[src/rtl/burst_ctrl.sv]
// burst_ctrl: issues one req/ack memory burst of burst_len+1 beats.
// Define BURST_WRAP_EN to wrap addresses inside an aligned 2^COUNTER_WIDTH window.
module burst_ctrl #(
  parameter int ADDR_WIDTH    = 16,
  parameter int COUNTER_WIDTH = 4
) (
  input  logic                     clk,
  input  logic                     rst,
  input  logic                     start,
  input  logic                     rw_in,
  input  logic [ADDR_WIDTH-1:0]    base_addr,
  input  logic [COUNTER_WIDTH-1:0] burst_len,
  input  logic                     abort,
  output logic                     mem_req,
  output logic                     mem_we,
  output logic [ADDR_WIDTH-1:0]    mem_addr,
  input  logic                     mem_ack,
  output logic                     busy,
  output logic                     last_beat,
  output logic [COUNTER_WIDTH-1:0] beat_cnt,
  output logic                     done,
  output logic                     aborted
);
  typedef enum logic [1:0] {IDLE, REQ, DONE} state_t;
  state_t                   state;
  logic [COUNTER_WIDTH-1:0] len_q;
  logic [ADDR_WIDTH-1:0]    next_addr;
  logic                     fire;
  logic                     fin;
  assign fire      = mem_req & mem_ack;
  assign fin       = beat_cnt == len_q;
  assign last_beat = mem_req & fin;
`ifdef BURST_WRAP_EN
  assign next_addr = {mem_addr[ADDR_WIDTH-1:COUNTER_WIDTH], mem_addr[COUNTER_WIDTH-1:0] + 1'b1};
`else
  assign next_addr = mem_addr + 1'b1;
`endif
  // An acked last beat always wins over abort, so the burst counts as complete.
  always_ff @(posedge clk or posedge rst) begin
    if (rst) begin
      state    <= IDLE;
      mem_req  <= 1'b0;
      mem_we   <= 1'b0;
      mem_addr <= '0;
      beat_cnt <= '0;
      len_q    <= '0;
      busy     <= 1'b0;
      done     <= 1'b0;
      aborted  <= 1'b0;
    end else begin
      case (state)
        IDLE: if (start) begin
          state    <= REQ;
          mem_req  <= 1'b1;
          mem_we   <= rw_in;
          mem_addr <= base_addr;
          len_q    <= burst_len;
          beat_cnt <= '0;
          busy     <= 1'b1;
        end
        REQ: if ((fire && fin) || abort) begin
          state   <= DONE;
          mem_req <= 1'b0;
          mem_we  <= 1'b0;
          done    <= 1'b1;
          aborted <= !(fire && fin);
        end else if (fire) begin
          beat_cnt <= beat_cnt + 1'b1;
          mem_addr <= next_addr;
        end
        DONE: begin
          state   <= IDLE;
          done    <= 1'b0;
          aborted <= 1'b0;
          busy    <= 1'b0;
        end
        default: state <= IDLE;
      endcase
    end
  end
endmodule
[config.mk]
export PLATFORM = sky130hd
export DESIGN_NAME = burst_ctrl
export DESIGN_NICKNAME = d
export VERILOG_FILES = /design/src/rtl/burst_ctrl.sv
export SDC_FILE = /design/constraint.sdc
export NUM_CORES = 1
export LEC_CHECK = 0
export ABC_AREA = 0
export ABC_CLOCK_PERIOD_IN_PS = 3000
export BUFFER_PORTS_ARGS = -buffer_cell sky130_fd_sc_hd__buf_2
export CAP_MARGIN = 20
export CELL_PAD_IN_SITES_DETAIL_PLACEMENT = 1
export CELL_PAD_IN_SITES_GLOBAL_PLACEMENT = 1
export CORE_UTILIZATION = 30
export CTS_CLUSTER_SIZE = 20
export DETAILED_ROUTE_END_ITERATION = 8
export PLACE_DENSITY = 0.68
export SLEW_MARGIN = 30
export SYNTH_ARGS = -nofsm -noshare
export SYNTH_HDL_FRONTEND = slang
export SYNTH_SLANG_ARGS = --single-unit
[constraint.sdc]
create_clock -name clk -period 3 [get_ports clk]
set_input_delay 0.15 -clock clk [delete_from_list [all_inputs] [get_ports clk]]
set_output_delay 0.15 -clock clk [all_outputs]
set_load 0.01 [all_outputs]
==> run summary, run 1 <==
status - completed
Root Driver - clkbuf_8
fmax - 454 MHz
final worst slack - 0.799 ns
Worst Hold Class - in2reg
syn nets - 222
unrepaired setup endpoints after global routing - no
post-route ant nets - 0
mapped cell area - 1740 um2
Yosys top cell by area - dfrtp_1
EDFF count, synth - 0
max-cap viol count - 0
M1 GR Usage - 0.221
Port-buffer cells - 51
Worst Path Buf+Inv - 1
fraction of registers with async set/reset - 1.00
Placer Congestion - 0.694
Critical Path Source Type - flop
CP peak stage delay - 0.44 ns
# IOs - 52
crit share post-route - 0.734
Setup Viol. Count Final - 0
WP data required - 3.20 ns
Worst Tran Pin Value - 0.452 ns
drt drc - 0
First DRT Iteration DRCs - 87
total number of vias - 1673
Worst-Skew Late Latency - 0.30 ns
die area - 6120 um2
DP Wirelength - 3540 um
GRT busiest layer - met2
layout cell share with drive strength beyond 1 - 0.328
sequential element share of the synthesized area - 0.445
CTS buffer count - 5
crit path cell chain - nand2b_4, or3_4, o21ai_2, buf_4, o21ai_1, a22oi_1
Arr. time, crit path - 2.40 ns
Die H - 78.3 um
GRT met2 Usage - 0.294
Mean Syn Cell Area - 8.99 um2
Synth Instances - 194
Clock Tree Buf Depth - 2
vias in the first global route - 1651
Leak - 0.000999 uW
WL/cell - 15.6 um
Final Skew - 0.00982 ns
Tmin final - 2.20 ns
Core Region - 5540 um2
reg2reg setup slack - 0.80 ns
htree depth - 2
gr usage total - 0.175
DRT Wirelength - 4980 um
final hold vios - 0
CTS resizes - 0
Area growth, synth to finish - 25.5%
Slew Limit Fails - 0
DR pass1 iterations - 4
Starting Density - 0.315
Netlist cell types - 48
Clk pin slew, worst setup/hold paths - 0.07 ns
worst vdd ir - 0.370 mV
Yosys warning total - 0
total clock sinks - 31
setup_tns - 0 ns
global-route congestion overflow total - 0
num rows - 27
Cell Area, Placed - 2060 um2
Max stage delay cell, worst path - dfrtp_1
ANT cells - 0
first-pass GRT wire length - 8340 um
dpl cells - 310
Crit. End Element - flop
CTS tree - done
Final Non-Filler Cells - 319
#FFs+latches synth - 31
antenna violations before repair - 0
Placement Setup Slack - 0.813 ns
post-route design area - 2190 um2
Nets - 274
die width - 78.3 um
top cell type's share of synthesized area - 0.445
Final Util - 0.395
Crit Path Max Fanout - 21
synth top area cells - dfrtp_1 (44%), a21oi_1 (6.9%), nand2_1 (6.7%), nand3_1 (3.2%), o21ai_0 (2.9%)
Slew headroom - 0.698
Power per Cell Area - 1090 nW/um2
DR vias/cell - 5.24
met3 GRT Util - 0.0337
largest net degree at the start of global routing - 32
WS Path Type - reg2reg
dominant synthesized flop cell - dfrtp_1
Crit path max-delay family - compound AO/OA/AOI/OAI gates
[cells in the final DEF, fill, tap and decap left out, types with 2 or more instances in the layout]
cell type,Yosys,layout
o31ai_1,3,3
dfrtp_1,31,31
buf_2,4,51
nand3_1,11,11
nor2_1,6,6
inv_1,8,8
buf_4,2,3
o21ai_1,6,6
nand2b_1,2,2
or2_2,2,2
o22ai_1,6,6
clkbuf_8,0,6
xnor2_1,4,4
ha_1,2,2
nand4_1,4,4
a31o_2,2,2
o32ai_1,2,2
a22o_1,2,2
a21oi_1,24,24
and4_1,2,2
and3_4,2,2
o21ai_0,10,10
nand2_1,31,31
[registers in the layout, indices dropped and copies added, names as in the netlist]
| register | cells |
|---|---|
| mem_req | 1 |
| state | 2 |
| aborted | 1 |
| beat_cnt | 4 |
| len_q | 4 |
| mem_addr | 16 |
| mem_we | 1 |
| busy | 1 |
| done | 1 |
[routing by layer]
metal / part of all wire / routed length, um / up-vias
met4: 0.017 / 87 / 0
met5: 0 / 0 / -
met2: 0.48 / 2390 / 38
met1: 0.47 / 2330 / 823
met3: 0.035 / 174 / 7
li1: - / - / 805
[what timing repair did]
action | CTS | global route
hold endpoints to repair | 31 | 0
hold buffers | 1 | 0
setup buffers | 0 | 0
[cell families (layout without fill, tap and decap cells)]
| logic type | count (synthesis) | in the layout | share of synthesized area |
|---|---|---|---|
| DFF | 31 | 31 | 0.445 |
| and+or+nand+nor | 72 | 72 | 0.228 |
| adders and majority gates | 2 | 2 | 0.0143 |
| xor gates and xnor gates | 4 | 4 | 0.0201 |
| buffers and inverters | 18 | 71 | 0.0459 |
| AOI/OAI and AO/OA | 67 | 67 | 0.247 |
[where the power goes]
part           switching, uW  internal, uW
clock network            174           269
registers                223           604
logic                    660           461
total                   1060          1330
[worst min-delay path, cell delays in order]
cell,delay (ns)
buf_2,0.07
nand2_1,0.04
nand2_1,0.05
[final cells by class]
cell class              instances  area [um2]
multi-input cells             145         888
repair buffers                 55         288
inverters                       8        30.0
well taps                      72        90.1
clock inverters                 2        35.0
fillers                       672        3350
flip-flops and latches         31         776
clock buffers                   6        82.6
[path summary, 6_finish.rpt]
path | startpoint | end | cells past startpoint
max in group asynchronous | rst | beat_cnt[3] | 4
hold / removal | burst_len[1] | len_q[1] | 3
hold reg to reg | len_q[0] | len_q[0] | 2
setup reg to reg | state[1] | mem_addr[12] | 6
min in group asynchronous | rst | mem_addr[14] | 4
setup / recovery | state[1] | mem_addr[12] | 6
[cells in the mapped netlist (all sizes together) (3+ instances only)]
cell / n
dfrtp: 31
clkbuf: 3
buf: 7
nand3: 11
o31ai: 3
and4: 3
nor2: 7
o22ai: 6
a21oi: 24
xnor2: 4
nand4: 4
nand2b: 3
inv: 8
and3: 3
nand2: 33
o21ai: 17
[per-stage QoR]
stage,total power (uW),hold WS [ns]
2_1_floorplan,1590,0.251
3_3_place_gp,1940,0.262
3_5_place_dp,1960,0.272
4_1_cts,2420,0.0450
5_1_grt,2590,0.0548
6_report,2390,0.0528
Note: power is estimated with default switching activity, not from simulation.
==> inputs of run 2 (changes only) <==
--- a/config.mk
+++ b/config.mk
@@ -6,7 +6,7 @@
 export NUM_CORES = 1
 export LEC_CHECK = 0
 export ABC_AREA = 0
-export ABC_CLOCK_PERIOD_IN_PS = 3000
+export ABC_CLOCK_PERIOD_IN_PS = 2100
 export BUFFER_PORTS_ARGS = -buffer_cell sky130_fd_sc_hd__buf_2
 export CAP_MARGIN = 20
 export CELL_PAD_IN_SITES_DETAIL_PLACEMENT = 1
==> constraint.sdc (replaced) <==
create_clock -name clk -period 2.1 [get_ports clk]
set_input_delay 0.105 -clock clk [delete_from_list [all_inputs] [get_ports clk]]
set_output_delay 0.105 -clock clk [all_outputs]
set_load 0.01 [all_outputs]
==> run summary, run 2 (synthesis results as in run 1) <==
Post CTS Setup Buffer Count - 0 (unchanged)
WP data required - 2.30 ns (-0.90 ns)
most frequent cells in the layout - buf_2 (51), nand2_1 (31), dfrtp_1 (31)
setup_tns - 0 ns (unchanged)
Worst Tran Pin Value - 0.418 ns (-0.0342 ns)
GRT busiest layer - met2
Placement Setup Slack - 0.379 ns (-0.434 ns)
global-route congestion overflow total - 0 (unchanged)
Tmin final - 1.76 ns (-0.442 ns)
largest net degree at the start of global routing - 32 (unchanged)
unrepaired setup endpoints after global routing - no
hold path start - burst_len[0]
CTS tree - done
reg2reg setup slack - 0.34 ns (-0.46 ns)
Port-buffer cells - 51 (unchanged)
Biggest register - mem_addr
commonest non-fill, non-tap cell in the layout - buf_2
Cell Area, Placed - 2090 um2 (+1.5%)
Slew Limit Fails - 0 (unchanged)
WHS Path Cells - 3 (unchanged)
# IOs - 52 (unchanged)
post-route ant nets - 0 (unchanged)
First DRT Iteration DRCs - 76 (-13%)
drt drc - 0 (unchanged)
Arr. time, crit path - 1.96 ns (-0.44 ns)
M1 GR Usage - 0.246 (+0.0252)
Nets - 278 (+1.5%)
Final Skew - 0.0100 ns (+0.000227 ns)
Power per Cell Area - 1600 nW/um2 (+46%)
top flop regs - mem_addr: 16 flops, beat_cnt: 4 flops, len_q: 4 flops
CTS buffer count - 5 (unchanged)
final hold vios - 0 (unchanged)
DP Wirelength - 3680 um (+3.8%)
CTS resizes - 0 (unchanged)
status - completed
die width - 78.3 um (unchanged)
max-cap viol count - 0 (unchanged)
FF-to-FF path depth - 6 (unchanged)
Clock Tree Buf Depth - 2 (unchanged)
DRT Wirelength - 5050 um (+1.4%)
die area - 6120 um2 (unchanged)
antenna violations before repair - 0 (unchanged)
Setup Viol. Count Final - 0 (unchanged)
Area growth, synth to finish - 28.3%
DR pass1 iterations - 7 (+3)
post-route design area - 2240 um2 (+2.2%)
WL/cell - 15.6 um (+0.11%)
crit share post-route - 0.838 (+0.104)
Post-CTS Hold Buffers - 1 (unchanged)
Crit. End Element - flop
R2R Path End - mem_addr[1]
vias in the first global route - 1691 (+2.4%)
fmax - 569 MHz (+25%)
WHS Endpoint - len_q[0]
gr usage total - 0.178 (+0.00336)
total clock sinks - 31 (unchanged)
final worst slack - 0.341 ns (-0.458 ns)
Starting Density - 0.315 (unchanged)
Clk pin slew, worst setup/hold paths - 0.07 ns (about the same)
first-pass GRT wire length - 8420 um (+0.91%)
Leak - 0.00102 uW (+2.2%)
layout cell share with drive strength beyond 1 - 0.339 (+0.0107)
WS Path Type - reg2reg
Placer Congestion - 0.799 (+15%)
FF-to-FF Start - state[1]
Root Driver - clkbuf_8
Worst Hold Class - in2reg
num rows - 27 (unchanged)
Critical Path Source Type - flop
ANT cells - 0 (unchanged)
met3 GRT Util - 0.0244 (-0.00930)
worst vdd ir - 0.444 mV (+20%)
total number of vias - 1679 (+0.36%)
htree depth - 2 (unchanged)
Die H - 78.3 um (unchanged)
Core Region - 5540 um2 (unchanged)
GRT met2 Usage - 0.275 (-0.0193)
Worst-Skew Late Latency - 0.29 ns (about the same)
DR vias/cell - 5.20 (-0.88%)
Largest register FFs - 16 (unchanged)
Slew headroom - 0.721 (+0.0236)
Crit Path Max Fanout - 20 (-4.8%)
[run 2: changes by cell type in the layout (fill, tap and decap cells not counted)]
| cell | before | now |
|---|---|---|
| buf_4 | 3 | 7 |
| bufinv_16 | 1 | 2 |
| clkinvlp_4 | 0 | 1 |
| clkbuf_8 | 6 | 5 |
| clkinv_2 | 1 | 0 |
[run 2: power breakdown]
part | internal [uW] | switching [uW] | leakage, uW | total [uW]
Sequential | 863 | 318 | 0.000365 | 1180
Clock | 473 | 239 | 0.0000644 | 712
Combinational | 705 | 977 | 0.000592 | 1680
[run 2: layer usage]
metal | part of all wire | wire length [um]
met5 | 0 | 0
met1 | 0.49 | 2470
met3 | 0.026 | 129
met2 | 0.47 | 2370
met4 | 0.015 | 77
[run 2: critical path, stage by stage (launching register included)]
cell	delay [ns]
dfrtp_1	0.46
nand2b_4	0.18
or3_4	0.39
o21ai_2	0.17
buf_4	0.26
nor2_1	0.06
a31oi_1	0.16
[run 2: worst max-delay path by stage]
| stage | start | endpoint | cells after the start |
|---|---|---|---|
| global route | state[1] | mem_addr[4] | 6 |
| detailed placement | state[1] | mem_addr[7] | 6 |
| floorplan | mem_addr[5] | mem_addr[15] | 6 |
| global placement | mem_addr[5] | mem_addr[15] | 5 |
| finish | state[1] | mem_addr[1] | 6 |
| CTS | state[1] | mem_addr[1] | 6 |
[run 2: final cells by class]
class,count,area [um2]
multi-input cells,145,888
fillers,681,3300
clock buffers,5,68.8
flip-flops and latches,31,776
inverters,8,30.0
well taps,72,90.1
repair buffers,59,318
clock inverters,3,67.6
[run 2: through the flow]
stage / hold slack (ns) / utilization / power [uW] / cells
3_5_place_dp: 0.221 / 0.378 / 2860 / 314
3_3_place_gp: 0.217 / 0.378 / 2830 / 314
4_1_cts: 0.00333 / 0.404 / 3610 / 323
6_report: 0.00847 / 0.404 / 3570 / 323
2_1_floorplan: 0.206 / - / 2280 / 194
5_1_grt: 0.0169 / 0.404 / 3860 / 323
==> inputs of run 3 (changes only) <==
--- a/config.mk
+++ b/config.mk
@@ -6,7 +6,7 @@
 export NUM_CORES = 1
 export LEC_CHECK = 0
 export ABC_AREA = 0
-export ABC_CLOCK_PERIOD_IN_PS = 2100
+export ABC_CLOCK_PERIOD_IN_PS = 1600
 export BUFFER_PORTS_ARGS = -buffer_cell sky130_fd_sc_hd__buf_2
 export CAP_MARGIN = 20
 export CELL_PAD_IN_SITES_DETAIL_PLACEMENT = 1
@@ -14,7 +14,7 @@
 export CORE_UTILIZATION = 30
 export CTS_CLUSTER_SIZE = 20
 export DETAILED_ROUTE_END_ITERATION = 8
-export PLACE_DENSITY = 0.68
+export PLACE_DENSITY = 0.71
 export SLEW_MARGIN = 30
 export SYNTH_ARGS = -nofsm -noshare
 export SYNTH_HDL_FRONTEND = slang
==> constraint.sdc (replaced) <==
create_clock -name clk -period 1.6 [get_ports clk]
set_input_delay 0.08 -clock clk [delete_from_list [all_inputs] [get_ports clk]]
set_output_delay 0.08 -clock clk [all_outputs]
set_load 0.01 [all_outputs]
==> run summary, run 3 (synthesis results as in run 1) <==
status - complete, but fails checks
failing checks - negative setup slack
num rows - 27 (unchanged)
Tmin final - 1.62 ns (-0.137 ns)
ANT cells - 0 (unchanged)
drt drc - 0 (unchanged)
Biggest register - mem_addr
Die H - 78.3 um (unchanged)
CP peak stage delay - 0.40 ns (-0.06 ns)
layout cell share with drive strength beyond 1 - 0.449 (+0.110)
CTS buffer count - 5 (unchanged)
DRT Wirelength - 5350 um (+5.9%)
GRT busiest layer - met2
met3 GRT Util - 0.0349 (+0.0105)
CTS tree - done
Crit Path Max Fanout - 15 (-25%)
final worst slack - -0.0222 ns (-0.363 ns)
GRT met2 Usage - 0.318 (+0.0430)
Setup Viol. Count Final - 6 (+6)
first-pass GRT wire length - 8840 um (+5.0%)
die width - 78.3 um (unchanged)
crit share post-route - 1.01 (+0.176)
Worst Path Buf+Inv - 1 (unchanged)
Slew Limit Fails - 0 (unchanged)
WS Path Type - reg2reg
Largest register FFs - 16 (unchanged)
fmax - 616 MHz (+8.4%)
top flop regs - mem_addr: 16 flops, beat_cnt: 4 flops, len_q: 4 flops
Starting Density - 0.315 (unchanged)
crit path cell chain - nand2b_4, or3_4, o21ai_4, buf_12, o21ai_2, a22oi_1
dpl cells - 338 (+7.6%)
Area growth, synth to finish - 45.1%
Crit. End Element - flop
total number of vias - 1812 (+7.9%)
most frequent cells in the layout - buf_2 (51), buf_4 (34), nand2_1 (30), dfrtp_1 (30), a21oi_1 (21)
Crit path max-delay family - simple AND/OR/NAND/NOR gates
post-route ant nets - 0 (unchanged)
commonest non-fill, non-tap cell in the layout - buf_2
largest net degree at the start of global routing - 32 (unchanged)
Root Driver - clkbuf_8
Worst-Skew Late Latency - 0.28 ns (about the same)
global-route congestion overflow total - 0 (unchanged)
die area - 6120 um2 (unchanged)
Final Util - 0.457 (+0.0526)
Power per Cell Area - 1990 nW/um2 (+25%)
Clock Tree Buf Depth - 2 (unchanged)
Arr. time, crit path - 1.82 ns (-0.14 ns)
First DRT Iteration DRCs - 65 (-14%)
htree depth - 2 (unchanged)
Worst Tran Pin Value - 0.417 ns (-0.00108 ns)
final hold vios - 0 (unchanged)
Critical Path Source Type - flop
gr usage total - 0.184 (+0.00549)
M1 GR Usage - 0.227 (-0.0190)
Slew headroom - 0.722 (about the same)
DR vias/cell - 5.08 (-2.4%)
DP Wirelength - 3970 um (+8.1%)
Core Region - 5540 um2 (unchanged)
Hold Slack - 0.00729 ns (-0.00118 ns)
Placer Congestion - 0.784 (-1.9%)
antenna violations before repair - 0 (unchanged)
DR pass1 iterations - 4 (-3)
Leak - 0.00119 uW (+16%)
unrepaired setup endpoints after global routing - yes
Port-buffer cells - 51 (unchanged)
max-cap viol count - 0 (unchanged)
Worst Hold Class - in2reg
Nets - 312 (+12%)
Max stage delay cell, worst path - or3_4
vias in the first global route - 1887 (+12%)
total clock sinks - 31 (unchanged)
WL/cell - 15.0 um (-4.2%)
Final Non-Filler Cells - 357 (+11%)
# IOs - 52 (unchanged)
worst vdd ir - 0.808 mV (+82%)
Clk pin slew, worst setup/hold paths - 0.08 ns (about the same)
WP data required - 1.80 ns (-0.50 ns)
Final Skew - 0.00650 ns (-0.00355 ns)
run 3: cell count changes in the layout (fill, tap and decap cells not counted), moves of 3 or more:
cell	change
dlygate4sd3_1	+3
a21oi_2	+3
a21oi_1	-3
buf_4	+27
run 3: path summary, 6_finish.rpt:
path                              start            to  slack [ns]  depth (start not counted)
max                            state[1]  mem_addr[12]       -0.02                          6
min                        burst_len[3]      len_q[3]       0.007                          3
max reg2reg                    state[1]  mem_addr[12]       -0.02                          6
min reg2reg                    len_q[2]      len_q[2]        0.51                          2
max in group asynchronous           rst      state[0]        0.86                          4
min in group asynchronous           rst          busy        0.42                          4
run 3: worst register-to-register path, cell delays in order, from the launching register on:
cell	delay (ns)
dfrtp_1	0.39
nand2b_4	0.15
or3_4	0.40
o21ai_4	0.21
buf_12	0.17
o21ai_2	0.06
a22oi_1	0.17
run 3: report_power, final:
part / switching, uW / internal [uW] / leakage (uW)
logic: 1600 / 1400 / 0.000784
clock network: 328 / 303 / 0.0000402
registers: 279 / 1140 / 0.000363
run 3: per-stage QoR:
stage	worst slack [ns]	TNS, ns	power, uW	instance area, um2
final	-0.0222	-0.0726	5040	2530
after global routing	-0.105	-0.867	5450	2530
after CTS	-0.0189	-0.0490	4880	2450
after detailed placement	-0.0850	-0.375	4130	2280
after global placement	0.0183	0	4040	2280
after floorplan	-0.0467	-0.0726	3000	1750
run 3: timing repair:
action / 4_1_cts / 5_1_grt
cloned: 0 / 0
gates resized for setup: 8 / 12
setup endpoints to repair: 10 / 22
hold buffers: 4 / 0
hold endpoints to repair: 34 / 0
setup buffers: 1 / 6
pin swaps: 1 / 7
run 3: cell type report:
| cell class | instances | area [um2] |
|---|---|---|
| fillers | 679 | 3010 |
| well taps | 72 | 90.1 |
| inverters | 8 | 30.0 |
| flip-flops and latches | 31 | 777 |
| clock inverters | 3 | 20.0 |
| repair buffers | 93 | 608 |
| multi-input cells | 145 | 936 |
| clock buffers | 5 | 68.8 |
run 3: routing by layer:
layer  up-vias  wire length [um]
met1       900              2440
met5         -                 0
met3         5               163
met2        29              2690
li1        878                 -
met4         0                57
